--- src/rtl/mux_rr_arbiter_pkg.sv ---
// mux_rr_arbiter_pkg: shared sizes and FSM state encoding for the mux round-robin arbiter
// Contents: N_REQ requester count, SEL_W select width, state_t (ST_IDLE / ST_GRANT)
package mux_rr_arbiter_pkg;
   localparam int N_REQ = 4;
   localparam int SEL_W = 2;
   typedef enum logic {ST_IDLE = 1'b0, ST_GRANT = 1'b1} state_t;
endpackage

--- src/rtl/mux_rr_arbiter_rr_pick.sv ---
// rr_pick: combinational round-robin pick of the first unmasked request at or after ptr
// Ports: req (requests), mask (bits excluded from the scan), ptr (scan start),
//        found (some unmasked request exists), idx (winning index)
module rr_pick
   import mux_rr_arbiter_pkg::*;
(
   input  logic [N_REQ-1:0] req,
   input  logic [N_REQ-1:0] mask,
   input  logic [SEL_W-1:0] ptr,
   output logic             found,
   output logic [SEL_W-1:0] idx
);
   logic [N_REQ-1:0] m;
   logic [N_REQ-1:0] rot;
   logic [SEL_W-1:0] off;
   always_comb begin
      m     = req & ~mask;
      // rot[k] is the request at (ptr + k) mod 4, so the scan becomes a fixed priority encode
      rot   = N_REQ'({m, m} >> ptr);
      off   = rot[0] ? 2'd0 : rot[1] ? 2'd1 : rot[2] ? 2'd2 : 2'd3;
      found = |m;
      idx   = ptr + off;
   end
endmodule

--- src/rtl/mux_rr_arbiter.sv ---
// mux_rr_arbiter: round-robin arbiter driving the 2-bit select of a 4:1 mux
// Ports: clk, rst (sync active-high), req[3:0] (one per mux input),
//        sel[1:0] (registered mux select), gnt[3:0] (registered one-hot grant),
//        gnt_valid (high while a grant is held)
module mux_rr_arbiter
   import mux_rr_arbiter_pkg::*;
#(
   parameter int MAX_HOLD = 8,
   parameter int HOLD_W   = 4
) (
   input  logic             clk,
   input  logic             rst,
   input  logic [N_REQ-1:0] req,
   output logic [SEL_W-1:0] sel,
   output logic [N_REQ-1:0] gnt,
   output logic             gnt_valid
);
   localparam logic [HOLD_W-1:0] HOLD_LAST = HOLD_W'(MAX_HOLD - 1);
   state_t            state, state_n;
   logic [SEL_W-1:0]  ptr, ptr_n, sel_n, idx;
   logic [N_REQ-1:0]  gnt_n, mask;
   logic [HOLD_W-1:0] hold_cnt, hold_n;
   logic              gnt_valid_n, found, own_req, take;
   rr_pick u_pick (
      .req   (req),
      .mask  (mask),
      .ptr   (ptr),
      .found (found),
      .idx   (idx)
   );
   always_comb begin
      // the current owner is excluded from the scan, so found means "someone else is waiting"
      mask        = (state == ST_GRANT) ? (N_REQ'(1) << sel) : '0;
      own_req     = req[sel];
      take        = found && (state == ST_IDLE || !own_req || hold_cnt == HOLD_LAST);
      state_n     = (take || (state == ST_GRANT && own_req)) ? ST_GRANT : ST_IDLE;
      sel_n       = take ? idx : sel;
      gnt_n       = take ? (N_REQ'(1) << idx) : (state_n == ST_GRANT) ? gnt : '0;
      gnt_valid_n = (state_n == ST_GRANT);
      ptr_n       = take ? idx + 2'd1 : ptr;
      hold_n      = take ? '0 : (hold_cnt == HOLD_LAST) ? hold_cnt : hold_cnt + 1'b1;
   end
   always_ff @(posedge clk) begin
      if (rst) begin
         state     <= ST_IDLE;
         sel       <= '0;
         gnt       <= '0;
         gnt_valid <= 1'b0;
         ptr       <= '0;
         hold_cnt  <= '0;
      end else begin
         state     <= state_n;
         sel       <= sel_n;
         gnt       <= gnt_n;
         gnt_valid <= gnt_valid_n;
         ptr       <= ptr_n;
         hold_cnt  <= hold_n;
      end
   end
   a_gnt_consistent: assert property (@(posedge clk) disable iff (rst)
      $onehot0(gnt) && (gnt_valid == |gnt) && (!gnt_valid || gnt == (N_REQ'(1) << sel)));
endmodule

--- config.mk ---
export PLATFORM = sky130hd
export DESIGN_NAME = mux_rr_arbiter
export DESIGN_NICKNAME = d
export VERILOG_FILES = /design/src/rtl/mux_rr_arbiter_pkg.sv /design/src/rtl/mux_rr_arbiter_rr_pick.sv /design/src/rtl/mux_rr_arbiter.sv
export SDC_FILE = /design/constraint.sdc
export NUM_CORES = 1
export LEC_CHECK = 0
export ABC_AREA = 1
export BUFFER_PORTS_ARGS = -buffer_cell sky130_fd_sc_hd__buf_2
export CAP_MARGIN = 20
export CORE_AREA = 2 2 39 41
export CTS_BUF_LIST = sky130_fd_sc_hd__clkbuf_4 sky130_fd_sc_hd__clkbuf_8
export DETAILED_ROUTE_END_ITERATION = 6
export DIE_AREA = 0 0 41 43
export PLACE_DENSITY = 0.79
export RECOVER_POWER = 50
export SETUP_SLACK_MARGIN = 0.15
export SYNTH_ARGS = -nofsm -noshare
export SYNTH_HDL_FRONTEND = slang
export SYNTH_SLANG_ARGS = --single-unit
--- constraint.sdc ---
create_clock -name clk -period 4.7 [get_ports clk]
set_input_delay 0 -clock clk [delete_from_list [all_inputs] [get_ports clk]]
set_output_delay 0 -clock clk [all_outputs]
set_load 0.01 [all_outputs]
-- Yosys cells after proc, flatten, opt, wreduce, memory -nomap -nowiden
Index checks and enable logic that the tools add are counted.
- add/subtract/negate cells: 3
- $mul: 0
- div/mod/pow operators: 0
- $lt $le $gt $ge: 1
- equal/unequal tests: 2
- shift operators: 3
- mux-type cells: 9
- bitwise logic cells: 3
- reductions and logical operators: 8
- operator list (operator ; number):
    $mux W4 ; 3
    $shl A1 B2 Y4 const A ; 2
    $shr A8 B2 Y3 ; 1
    $add A4 B1 Y4 const B ; 1
    $and A4 B4 Y4 ; 1
    $eq A4 B3 Y1 const B ; 1
    $mux W2 ; 2
    $not A4 Y4 ; 1
    $reduce_or A4 Y1 ; 1
    $logic_or A1 B1 Y1 ; 3
    $lt A2 B3 Y1 const B ; 1
    $mux W1 ; 3
    $add A2 B1 Y2 const B ; 1
    $add A2 B2 Y2 ; 1
    $bmux W1 S2 ; 1
    $logic_and A1 B1 Y1 ; 2
    $ne A2 B1 Y1 const B ; 1
    $reduce_or A2 Y1 ; 1
    $logic_not A1 Y1 ; 1
    $not A1 Y1 ; 1
- register bits after elaboration: 13
- latch bits: 0
- bits in writable memories: 0
- ROM bits: 0
- input port bits: 6
- output and inout bits: 7
- memories kept: 0

-- Logic depth before layout (Yosys ltp)
Gate-level depths: netlist of run 1.
- depth after elaboration: 11
- mapped depth: 14
- mapped depth without buffers: 14

-- Cells and area by module
Synthesis of run 1 repeated with hierarchy kept, for this count alone.
- cells, all modules: 131
- area, all modules: 879.6 µm²
- by module, submodules not included (module ; instances ; cells each ; area an instance (µm²) ; seq. area each (µm²)):
    mux_rr_arbiter ; 1 ; 90 ; 696.9 ; 260.2
    rr_pick ; 1 ; 41 ; 182.7 ; 0.0

-- Least setup slack after synthesis of run 1
No wires, ideal clock.
- path type: reg2reg
- start: register sel[1]
- end: register ptr[1]
- setup time: 0.059 ns
- data arrival time: 1.716 ns
- data required time: 4.641 ns
- setup slack: 2.925 ns
- stages on the path, launching flop included: 15
- clock period less this slack: 1.775 ns
- path through: dfxtp_1 inv_1 nand3_1 nand3_1 nand2_1 nor2_2 a21oi_1 o21ai_0 ha_1 inv_1 nor2_1 nand3_1 nand2_1 nand2_1 nand2_1
- word-level cells in the longest chain between the ends: 10
- elaborated cells between the ends (all ways): 17
- ends and longest elaborated chain (element ; RTL line ; RTL):
    from (decl) ; mux_rr_arbiter.sv:14 ; output logic [SEL_W-1:0] sel,
    from (signal assigned) ; mux_rr_arbiter.sv:53 ; sel <= sel_n;
    $shl A1 B2 Y4 (*) ; mux_rr_arbiter.sv:33 ; mask = (state == ST_GRANT) ? (N_REQ'(1) << sel) : '0;
    $mux W4 (*) ; mux_rr_arbiter.sv:33 ;
    $not A4 Y4 (*) ; mux_rr_arbiter_rr_pick.sv:17 ; m = req & ~mask;
    $and A4 B4 Y4 (*) ; mux_rr_arbiter_rr_pick.sv:17 ;
    $shr A8 B2 Y3 (*) ; mux_rr_arbiter_rr_pick.sv:19 ; rot = N_REQ'({m, m} >> ptr);
    $mux W1 ; mux_rr_arbiter_rr_pick.sv:20 ; off = rot[0] ? 2'd0 : rot[1] ? 2'd1 : rot[2] ? 2'd2 : 2'd3;
    $mux W2 ; mux_rr_arbiter_rr_pick.sv:20 ;
    $mux W2 (*) ; mux_rr_arbiter_rr_pick.sv:20 ;
    $add A2 B2 Y2 (*) ; mux_rr_arbiter_rr_pick.sv:22 ; idx = ptr + off;
    named net idx[0] ; mux_rr_arbiter.sv:20 ; logic [SEL_W-1:0] ptr, ptr_n, sel_n, idx;
    $add A2 B1 Y2 (*) ; mux_rr_arbiter.sv:40 ; ptr_n = take ? idx + 2'd1 : ptr;
    to (signal assigned) ; mux_rr_arbiter.sv:56 ; ptr <= ptr_n;
    to (decl) ; mux_rr_arbiter.sv:20 ;
Mark *: on every way through the listed nets, which the timed path passes. The rest lies on a longest branch. The select of a mux whose other input is x is not followed.
A chain may end at the register's enable or synchronous reset.

-- Worst setup path after layout of run 1
Ends and elaborated chain as after synthesis.

==> flow_metrics.env, run 1 <==
export IMPL_cts_tree="yes"
export IMPL_seq_area_frac_synth=0.353
export IMPL_diodes=0
export IMPL_dr_pass1_iters=4
export IMPL_fin_crit_sh=0.421
export IMPL_hold_buffers=1
export IMPL_drt_total_wl_um=1690
export IMPL_antenna_found_initial=0
export IMPL_placement_io_buffers=12
export IMPL_cts_setup_buffers=0
export IMPL_grtUsageTotal=0.234
export IMPL_drive_above_1_share=0.142
export IMPL_synthCells=110
export IMPL_crit_fanout=7
export IMPL_post_cts_resized=0
export IMPL_path_class="register to register"
export IMPL_ir_drop_v=0.000313
export IMPL_io_pins=13
export IMPL_status="completed"
export IMPL_design_core_area_um2=1380
export IMPL_syn_area_per_cell_um2=6.71
export IMPL_p_sw_uw=254
export IMPL_numCtsBuffers=3
export IMPL_cp_start_kind="register"
export IMPL_grt_max_degree=9
export IMPL_nNetsFinal=136
export IMPL_yosysMostFrequentCell="nand2_1"
export IMPL_ys_seq_elements=13
export IMPL_viasPerCell=5.47
export IMPL_finalPower_uw=535
export IMPL_yosysTopAreaCellShare=0.353
export IMPL_end_kind="register"
export IMPL_clock_skew_ns=0.00541
export IMPL_dp_hpwl_um=1270
export IMPL_final_fill_count=140
export IMPL_synthesis_area_um2=738
export IMPL_fmax_ghz=0.506
export IMPL_yosys_area_top_type="dfxtp_1"
export IMPL_row_count=14
export IMPL_clk_pin_slew_worst_paths_ns=0.08
export IMPL_internal_power_uw=281
export IMPL_root_buffer="clkbuf_4"
export IMPL_cap_viol_max_count=0
export IMPL_pre_cts_ws_ns=2.79
export IMPL_power_frac_comb=0.515
export IMPL_clkSinkCount=13
export IMPL_synth_async_reset_ratio=0
export IMPL_vias=782
export IMPL_tns_ns=0
export IMPL_ant_nets=0
export IMPL_synth_ff_type="dfxtp_1"
export IMPL_power_share_sequential=0.346
export IMPL_synth_common_cells="26 x nand2_1, 24 x nand3_1, 13 x dfxtp_1, 11 x inv_1, 7 x a21oi_1"
export IMPL_grt_pass1_wl_um=2800
export IMPL_rsz0062_at_grt="false"
export IMPL_cts_path_max_buffers=2
export IMPL_cts_max_level=1
export IMPL_tightest_slew_ns=0.335
export IMPL_netlist_top_cells_area="dfxtp_1 35%, nand3_1 16%, nand2_1 13%, inv_1 5.6%, a21oi_1 4.7%"
export IMPL_yosys_warnings=0
export IMPL_synth_edf_count=0
export IMPL_layout_min_cycle_time_ns=1.98
export IMPL_dr_first_iter_drc_count=17
export IMPL_grt_pass1_vias=698
export IMPL_clockPowerShare=0.139
export IMPL_areaGrowthSynthToFinish_pct=14.7
export IMPL_p_per_area_nw_per_um2=631
export IMPL_p_leak_uw=0.000382
export IMPL_die_area_um2=1760
export IMPL_final_hold_violation_count=0
export IMPL_insertion_delay_ns=0.28
export IMPL_setup_slack_ns=2.72
export IMPL_die_width_um=41
export IMPL_synth_nets=118
export IMPL_gp_congestion=0.731
export IMPL_hp_class="primary input to register"
export IMPL_die_y_um=43
export IMPL_worstPathRequired_ns=4.92
export IMPL_netlist_cell_type_count=16
export IMPL_drv_slew=0
export IMPL_fin_util=0.612
export IMPL_remaining_drc_errors=0
export IMPL_cp_data_arrival_time_ns=2.20
export IMPL_setup_violations_final=0
export IMPL_grt_overflow=0
export IMPL_switching_share=0.474
export IMPL_start_util=0.533
export IMPL_slew_headroom=0.776
export IMPL_post_drt_wl_per_cell_um=11.8
layer usage:
layer / global-route usage / part of all wire / routed length, um
met1: 0.276 / 0.44 / 750
met3: 0.0838 / 0.061 / 103
met5: 0 / 0 / 0
met2: 0.372 / 0.47 / 800
met4: 0.0800 / 0.020 / 34
layout by cell type, fill, tap and decap left out, types with 4 or more instances in the layout:
cell type	count
nand2_1	27
nand3_1	24
dfxtp_1	13
inv_1	11
a21oi_1	7
clkbuf_1	7
nor2_1	6
buf_2	5
nand2_2	4
clkbuf_4	4
area by class of cell:
cell class              instances  area [um^2]  area share
clock buffers                   4         30.0      0.0355
inverters                      11         41.3      0.0487
multi-input cells              86          434       0.513
flip-flops and latches         13          260       0.307
well taps                      16         20.0      0.0236
repair buffers                 13         61.3      0.0724
power groups by stage:
stage               clock network (uW)  registers (uW)  logic (uW)
detailed placement                   0             185         277
floorplan                            0             192         197
global placement                     0             183         271
CTS                               76.2             184         280
finish                            74.4             185         275
global route                      80.3             191         314
worst max-delay path, stage by stage (launching register included):
cell	delay, ns
dfxtp_1	0.43
inv_1	0.11
nand3_1	0.12
nand3_1	0.11
nand2_1	0.10
nor2_2	0.05
a21oi_1	0.12
o21ai_0	0.09
ha_1	0.31
inv_1	0.04
nor2_1	0.14
nand3_1	0.13
nand2_1	0.07
nand2_1	0.04
nand2_1	0.05
logic make-up (layout without fill, tap and decap cells):
group / after synthesis / after routing / share of synthesized area
AO/OA/AOI/OAI: 15 / 15 / 0.114
XOR/XNOR: 1 / 1 / 0.0119
adder cells (fa/ha/maj): 2 / 2 / 0.0339
buffers and inverters: 11 / 28 / 0.0559
flip-flops: 13 / 13 / 0.353
AND/OR/NAND/NOR: 68 / 68 / 0.432
worst paths after layout:
| check | from | cells after the start | slack, ns | end |
|---|---|---|---|---|
| max | sel[1] | 14 | 2.72 | ptr[1] |
| min | req[0] | 5 | 0.24 | state |
| min reg2reg | gnt[1] | 2 | 0.48 | gnt[1] |
| max reg2reg | sel[1] | 14 | 2.72 | ptr[1] |
flip-flops by register name, summed over array words and instances, names as in the netlist:
name and cells:
gnt 4, hold_cnt 4, ptr 2, sel 2, state 1
through the flow:
stage | instance area [um^2] | instances | hold slack (ns)
finish | 847 | 143 | 0.236
global route | 847 | 143 | 0.283
CTS | 858 | 143 | 0.228
detailed placement | 818 | 138 | 0.259
global placement | 818 | 138 | 0.251
floorplan | 738 | 110 | 0.0624
No activity file was read; power rests on OpenSTA's default activity.
==> run 2: changes to the inputs <==
ABC_AREA = 0   (was 1)
CORE_AREA = not set   (was 2 2 39 41)
CORE_UTILIZATION = 57   (was not set)
DIE_AREA = not set   (was 0 0 41 43)
PLACE_DENSITY = 0.8   (was 0.79)
clock period = 1.9 ns   (was 4.7 ns; I/O delays follow)
==> flow_metrics.env, run 2 <==
export IMPL_status="finished, violations left"
export IMPL_violations="setup timing"
export IMPL_netlist_cell_type_count=36
export IMPL_crit_fanout=7
export IMPL_end_kind="register"
export IMPL_hold_start="rst"
export IMPL_start_util=0.620
export IMPL_synth_nets=105
export IMPL_seq_area_frac_synth=0.319
export IMPL_worstPathRequired_ns=2.09
export IMPL_netlist_top_cells_area="dfxtp_1 32%, nor2_1 6.9%, mux2i_1 4.9%, nand2_1 3.2%, and3b_1 3.2%"
export IMPL_layout_min_cycle_time_ns=2.14
export IMPL_synth_common_cells="15 x nor2_1, 13 x dfxtp_1, 7 x nand2_1, 5 x a21oi_1"
export IMPL_r2r_slack_ns=-0.24
export IMPL_fin_crit_sh=1.12
export IMPL_finalPower_uw=1970
export IMPL_clk_pin_slew_worst_paths_ns=0.08
export IMPL_p_leak_uw=0.000505
export IMPL_final_hold_violation_count=0
export IMPL_drv_slew=0
export IMPL_placement_io_buffers=12
export IMPL_dr_first_iter_drc_count=15
export IMPL_yosysTopAreaCellShare=0.319
export IMPL_row_count=13
export IMPL_insertion_delay_ns=0.28
export IMPL_grt_pass1_vias=755
export IMPL_path_class="register to register"
export IMPL_numCtsBuffers=3
export IMPL_areaGrowthSynthToFinish_pct=40.4
export IMPL_cts_max_level=1
export IMPL_cap_viol_max_count=0
export IMPL_ys_seq_elements=13
export IMPL_ant_nets=0
export IMPL_post_drt_wl_per_cell_um=15.1
export IMPL_slew_headroom=0.674
export IMPL_die_area_um2=1590
export IMPL_tightest_slew_ns=0.488
export IMPL_root_buffer="clkbuf_4"
export IMPL_clkSinkCount=13
export IMPL_final_common_cell="buf_4"
export IMPL_synth_ff_type="dfxtp_1"
export IMPL_synth_edf_count=0
export IMPL_cts_path_max_buffers=2
export IMPL_io_pins=13
export IMPL_drt_total_wl_um=2220
export IMPL_p_per_area_nw_per_um2=1720
export IMPL_setup_violations_final=8
export IMPL_cp_data_arrival_time_ns=2.33
export IMPL_r2r_start="sel[1]"
export IMPL_synth_async_reset_ratio=0
export IMPL_antenna_found_initial=0
export IMPL_cp_start_kind="register"
export IMPL_reg_top3="gnt (4), hold_cnt (4)"
export IMPL_dr_pass1_iters=4
export IMPL_drive_above_1_share=0.409
export IMPL_yosys_area_top_type="dfxtp_1"
export IMPL_ir_drop_v=0.00165
export IMPL_hp_class="primary input to register"
export IMPL_fmax_ghz=0.468
export IMPL_clock_skew_ns=0.000892
export IMPL_min_path_cells=2
export IMPL_diodes=0
export IMPL_die_width_um=39.9
export IMPL_grt_max_degree=13
export IMPL_placedCellCount=139
export IMPL_synthCells=97
export IMPL_tns_ns=-1.02
export IMPL_final_cells=147
export IMPL_remaining_drc_errors=0
export IMPL_design_core_area_um2=1320
export IMPL_synthesis_area_um2=817
export IMPL_rsz0062_at_grt="true"
export IMPL_grt_pass1_wl_um=3180
export IMPL_mostFrequentLayoutCells="20 x buf_4, 14 x nor2_1, 10 x dfxtp_1"
export IMPL_syn_area_per_cell_um2=8.42
export IMPL_worstRegToRegCells=9
export IMPL_vias=874
export IMPL_yosys_warnings=0
export IMPL_hold_buffers=0
export IMPL_setup_slack_ns=-0.235
export IMPL_yosysMostFrequentCell="nor2_1"
export IMPL_min_to="sel[0]"
export IMPL_dp_hpwl_um=1410
export IMPL_grtUsageTotal=0.312
export IMPL_cts_tree="yes"
export IMPL_timing_rr_end="ptr[1]"
export IMPL_viasPerCell=5.95
export IMPL_grt_overflow=0
export IMPL_gp_congestion=0.744
export IMPL_hold_slack_ns=0.0330
export IMPL_nNetsFinal=141
export IMPL_die_y_um=39.9
## run 2: worst max-delay path by stage
stage	from	to	slack (ns)	cells after the start
detailed placement	state	ptr[1]	-0.22	8
floorplan	sel[0]	ptr[1]	-0.24	9
global route	sel[1]	ptr[1]	-0.31	9
global placement	state	ptr[1]	-0.17	8
finish	sel[1]	ptr[1]	-0.24	9
CTS	sel[1]	ptr[1]	-0.22	9
## run 2: through the flow
| stage | setup WS, ns | util | area, um^2 |
|---|---|---|---|
| floorplan | -0.242 | - | 830 |
| global placement | -0.169 | 0.780 | 1030 |
| global route | -0.312 | 0.871 | 1150 |
| detailed placement | -0.217 | 0.780 | 1030 |
| CTS | -0.223 | 0.852 | 1120 |
| finish | -0.235 | 0.871 | 1150 |
## run 2: worst max-delay path, stage by stage (launching register included)
cell and delay, ns:
dfxtp_4 0.37, and3b_1 0.24, nand2b_4 0.14, nor2_2 0.03, o21ai_1 0.14, o221ai_1 0.13
ha_2 0.35, inv_1 0.05, or4b_1 0.51, o311ai_1 0.08
## run 2: report_power, final
group	switching [uW]	internal, uW	leakage, uW
combinational	597	708	0.000378
sequential	103	374	0.000108
clock	90.6	95.9	0.0000184
## run 2: logic make-up (layout without fill, tap and decap cells)
group,Yosys count,after routing,synth area share
xor gates and xnor gates,2,2,0.0306
buffers and inverters,7,42,0.0429
muxes,6,6,0.0812
AOI/OAI and AO/OA,25,25,0.222
and+or+nand+nor,42,42,0.274
DFF,13,13,0.319
adders and majority gates,2,2,0.0306
## run 2: layout make-up
cell class | count | area (um^2)
Timing Repair Buffer | 35 | 233
Sequential cell | 13 | 269
Inverter | 3 | 11.3
Fill cell | 71 | 170
Clock buffer | 4 | 30.0
Tap cell | 15 | 18.8
Multi-Input combinational cell | 77 | 586
## run 2: layer usage
layer	track usage	part of all wire	routed length, um
met1	0.331	0.39	867
met2	0.536	0.56	1240
met3	0.0795	0.024	53
met4	0.190	0.026	57
met5	0	0	0
## run 2: repair_timing
item / 4_1_cts / 5_1_grt
pin swaps: 3 / 3
setup buffers: 3 / 1
endpoints found under the setup margin: 12 / 12
resized for setup: 11 / 5
==> run 3: changes to the inputs <==
SETUP_SLACK_MARGIN = not set   (was 0.15)
==> flow_metrics.env, run 3 (synthesis results as in run 2) <==
export IMPL_clkSinkCount=13
export IMPL_cp_start_kind="register"
export IMPL_diodes=0
export IMPL_cts_path_max_buffers=2
export IMPL_drive_above_1_share=0.398
export IMPL_hp_class="primary input to register"
export IMPL_post_drt_wl_per_cell_um=14.9
export IMPL_start_util=0.620
export IMPL_design_core_area_um2=1320
export IMPL_ant_nets=0
export IMPL_worstRegToRegCells=9
export IMPL_root_buffer="clkbuf_4"
export IMPL_path_class="register to register"
export IMPL_clock_skew_ns=0.00738
export IMPL_antenna_found_initial=0
export IMPL_insertion_delay_ns=0.27
export IMPL_r2r_start="sel[1]"
export IMPL_worstPathRequired_ns=2.09
export IMPL_dr_pass1_iters=4
export IMPL_final_hold_violation_count=0
export IMPL_setup_slack_ns=-0.234
export IMPL_placement_io_buffers=12
export IMPL_p_leak_uw=0.000500
export IMPL_die_width_um=39.9
export IMPL_grtUsageTotal=0.302
export IMPL_fin_util=0.864
export IMPL_tightest_slew_ns=0.466
export IMPL_finalPower_uw=1860
export IMPL_layout_min_cycle_time_ns=2.13
export IMPL_row_count=13
export IMPL_io_pins=13
export IMPL_grt_overflow=0
export IMPL_placedCellCount=140
export IMPL_setup_violations_final=11
export IMPL_final_common_cell="buf_4"
export IMPL_fmax_ghz=0.469
export IMPL_areaGrowthSynthToFinish_pct=39.4
export IMPL_fin_crit_sh=1.12
export IMPL_hold_slack_ns=0.0356
export IMPL_drt_total_wl_um=2210
export IMPL_cp_endpoint="ptr[1]"
export IMPL_remaining_drc_errors=0
export IMPL_rsz0062_at_grt="true"
export IMPL_mostFrequentLayoutCells="22 x buf_4, 15 x nor2_1, 10 x dfxtp_1"
export IMPL_dr_first_iter_drc_count=20
export IMPL_cp_data_arrival_time_ns=2.32
export IMPL_drv_slew=0
export IMPL_final_cells=148
export IMPL_cts_tree="yes"
export IMPL_slew_headroom=0.688
export IMPL_crit_fanout=6
export IMPL_pre_cts_ws_ns=-0.214
export IMPL_cts_max_level=1
export IMPL_die_y_um=39.9
export IMPL_clk_pin_slew_worst_paths_ns=0.08
export IMPL_cap_viol_max_count=0
export IMPL_grt_pass1_wl_um=3150
export IMPL_end_kind="register"
export IMPL_nNetsFinal=142
export IMPL_reg_top3="gnt (4), hold_cnt (4)"
export IMPL_grt_pass1_vias=792
export IMPL_status="finished, violations left"
export IMPL_viasPerCell=5.77
export IMPL_vias=854
export IMPL_crit_start="sel[1]"
export IMPL_dp_hpwl_um=1600
export IMPL_r2r_slack_ns=-0.23
export IMPL_numCtsBuffers=3
export IMPL_gp_congestion=0.760
export IMPL_die_area_um2=1590
export IMPL_p_per_area_nw_per_um2=1630
export IMPL_ir_drop_v=0.00141
export IMPL_timing_rr_end="ptr[1]"
export IMPL_grt_max_degree=13
export IMPL_violations="setup timing"
==> run 3: per-layer routing <==
metal | track usage | part of all wire
met3 | 0.0682 | 0.020
met5 | 0 | 0
met4 | 0.138 | 0.0063
met2 | 0.516 | 0.51
met1 | 0.346 | 0.46
==> run 3: timing repair <==
action,CTS,global route
hold buffers,0,0
buffers inserted,5,0
resized for setup,13,1
endpoints found under the setup margin,7,12
pin swaps,5,0
==> run 3: worst max-delay path, cell delays in order (launching register included) <==
cell and delay [ns]:
dfxtp_4 0.37, and3b_1 0.24, nand2b_4 0.14, nor2_1 0.04, o21ai_1 0.14, o221ai_1 0.13
ha_2 0.36, inv_2 0.04, or4b_1 0.51, o311ai_1 0.08
==> run 3: power by group <==
part           internal [uW]  total (uW)  switching (uW)
sequential               374         487             114
combinational            647        1180             537
clock                   95.5         186            90.4
==> run 3: cell type report <==
type | instances | area, um^2
Sequential cell | 13 | 272
Clock buffer | 4 | 30.0
Multi-Input combinational cell | 77 | 571
Fill cell | 69 | 179
Tap cell | 15 | 18.8
Timing Repair Buffer | 36 | 236
Inverter | 3 | 11.3
==> run 3: worst min path at each step <==
stage,endpoint,slack (ns),depth (start not counted),start
floorplan,state,0.15,2,req[3]
finish,gnt[2],0.04,2,rst
CTS,state,0.02,2,rst
global route,gnt[2],0.04,2,rst
global placement,sel[0],0.30,2,rst
detailed placement,gnt[0],0.33,2,rst
==> run 3: through the flow <==
stage          TNS, ns  instance area (um^2)
2_1_floorplan   -0.242                   830
3_3_place_gp    -0.216                  1030
3_5_place_dp    -0.644                  1030
4_1_cts         -0.254                  1140
5_1_grt          -1.63                  1140
6_report        -0.562                  1140
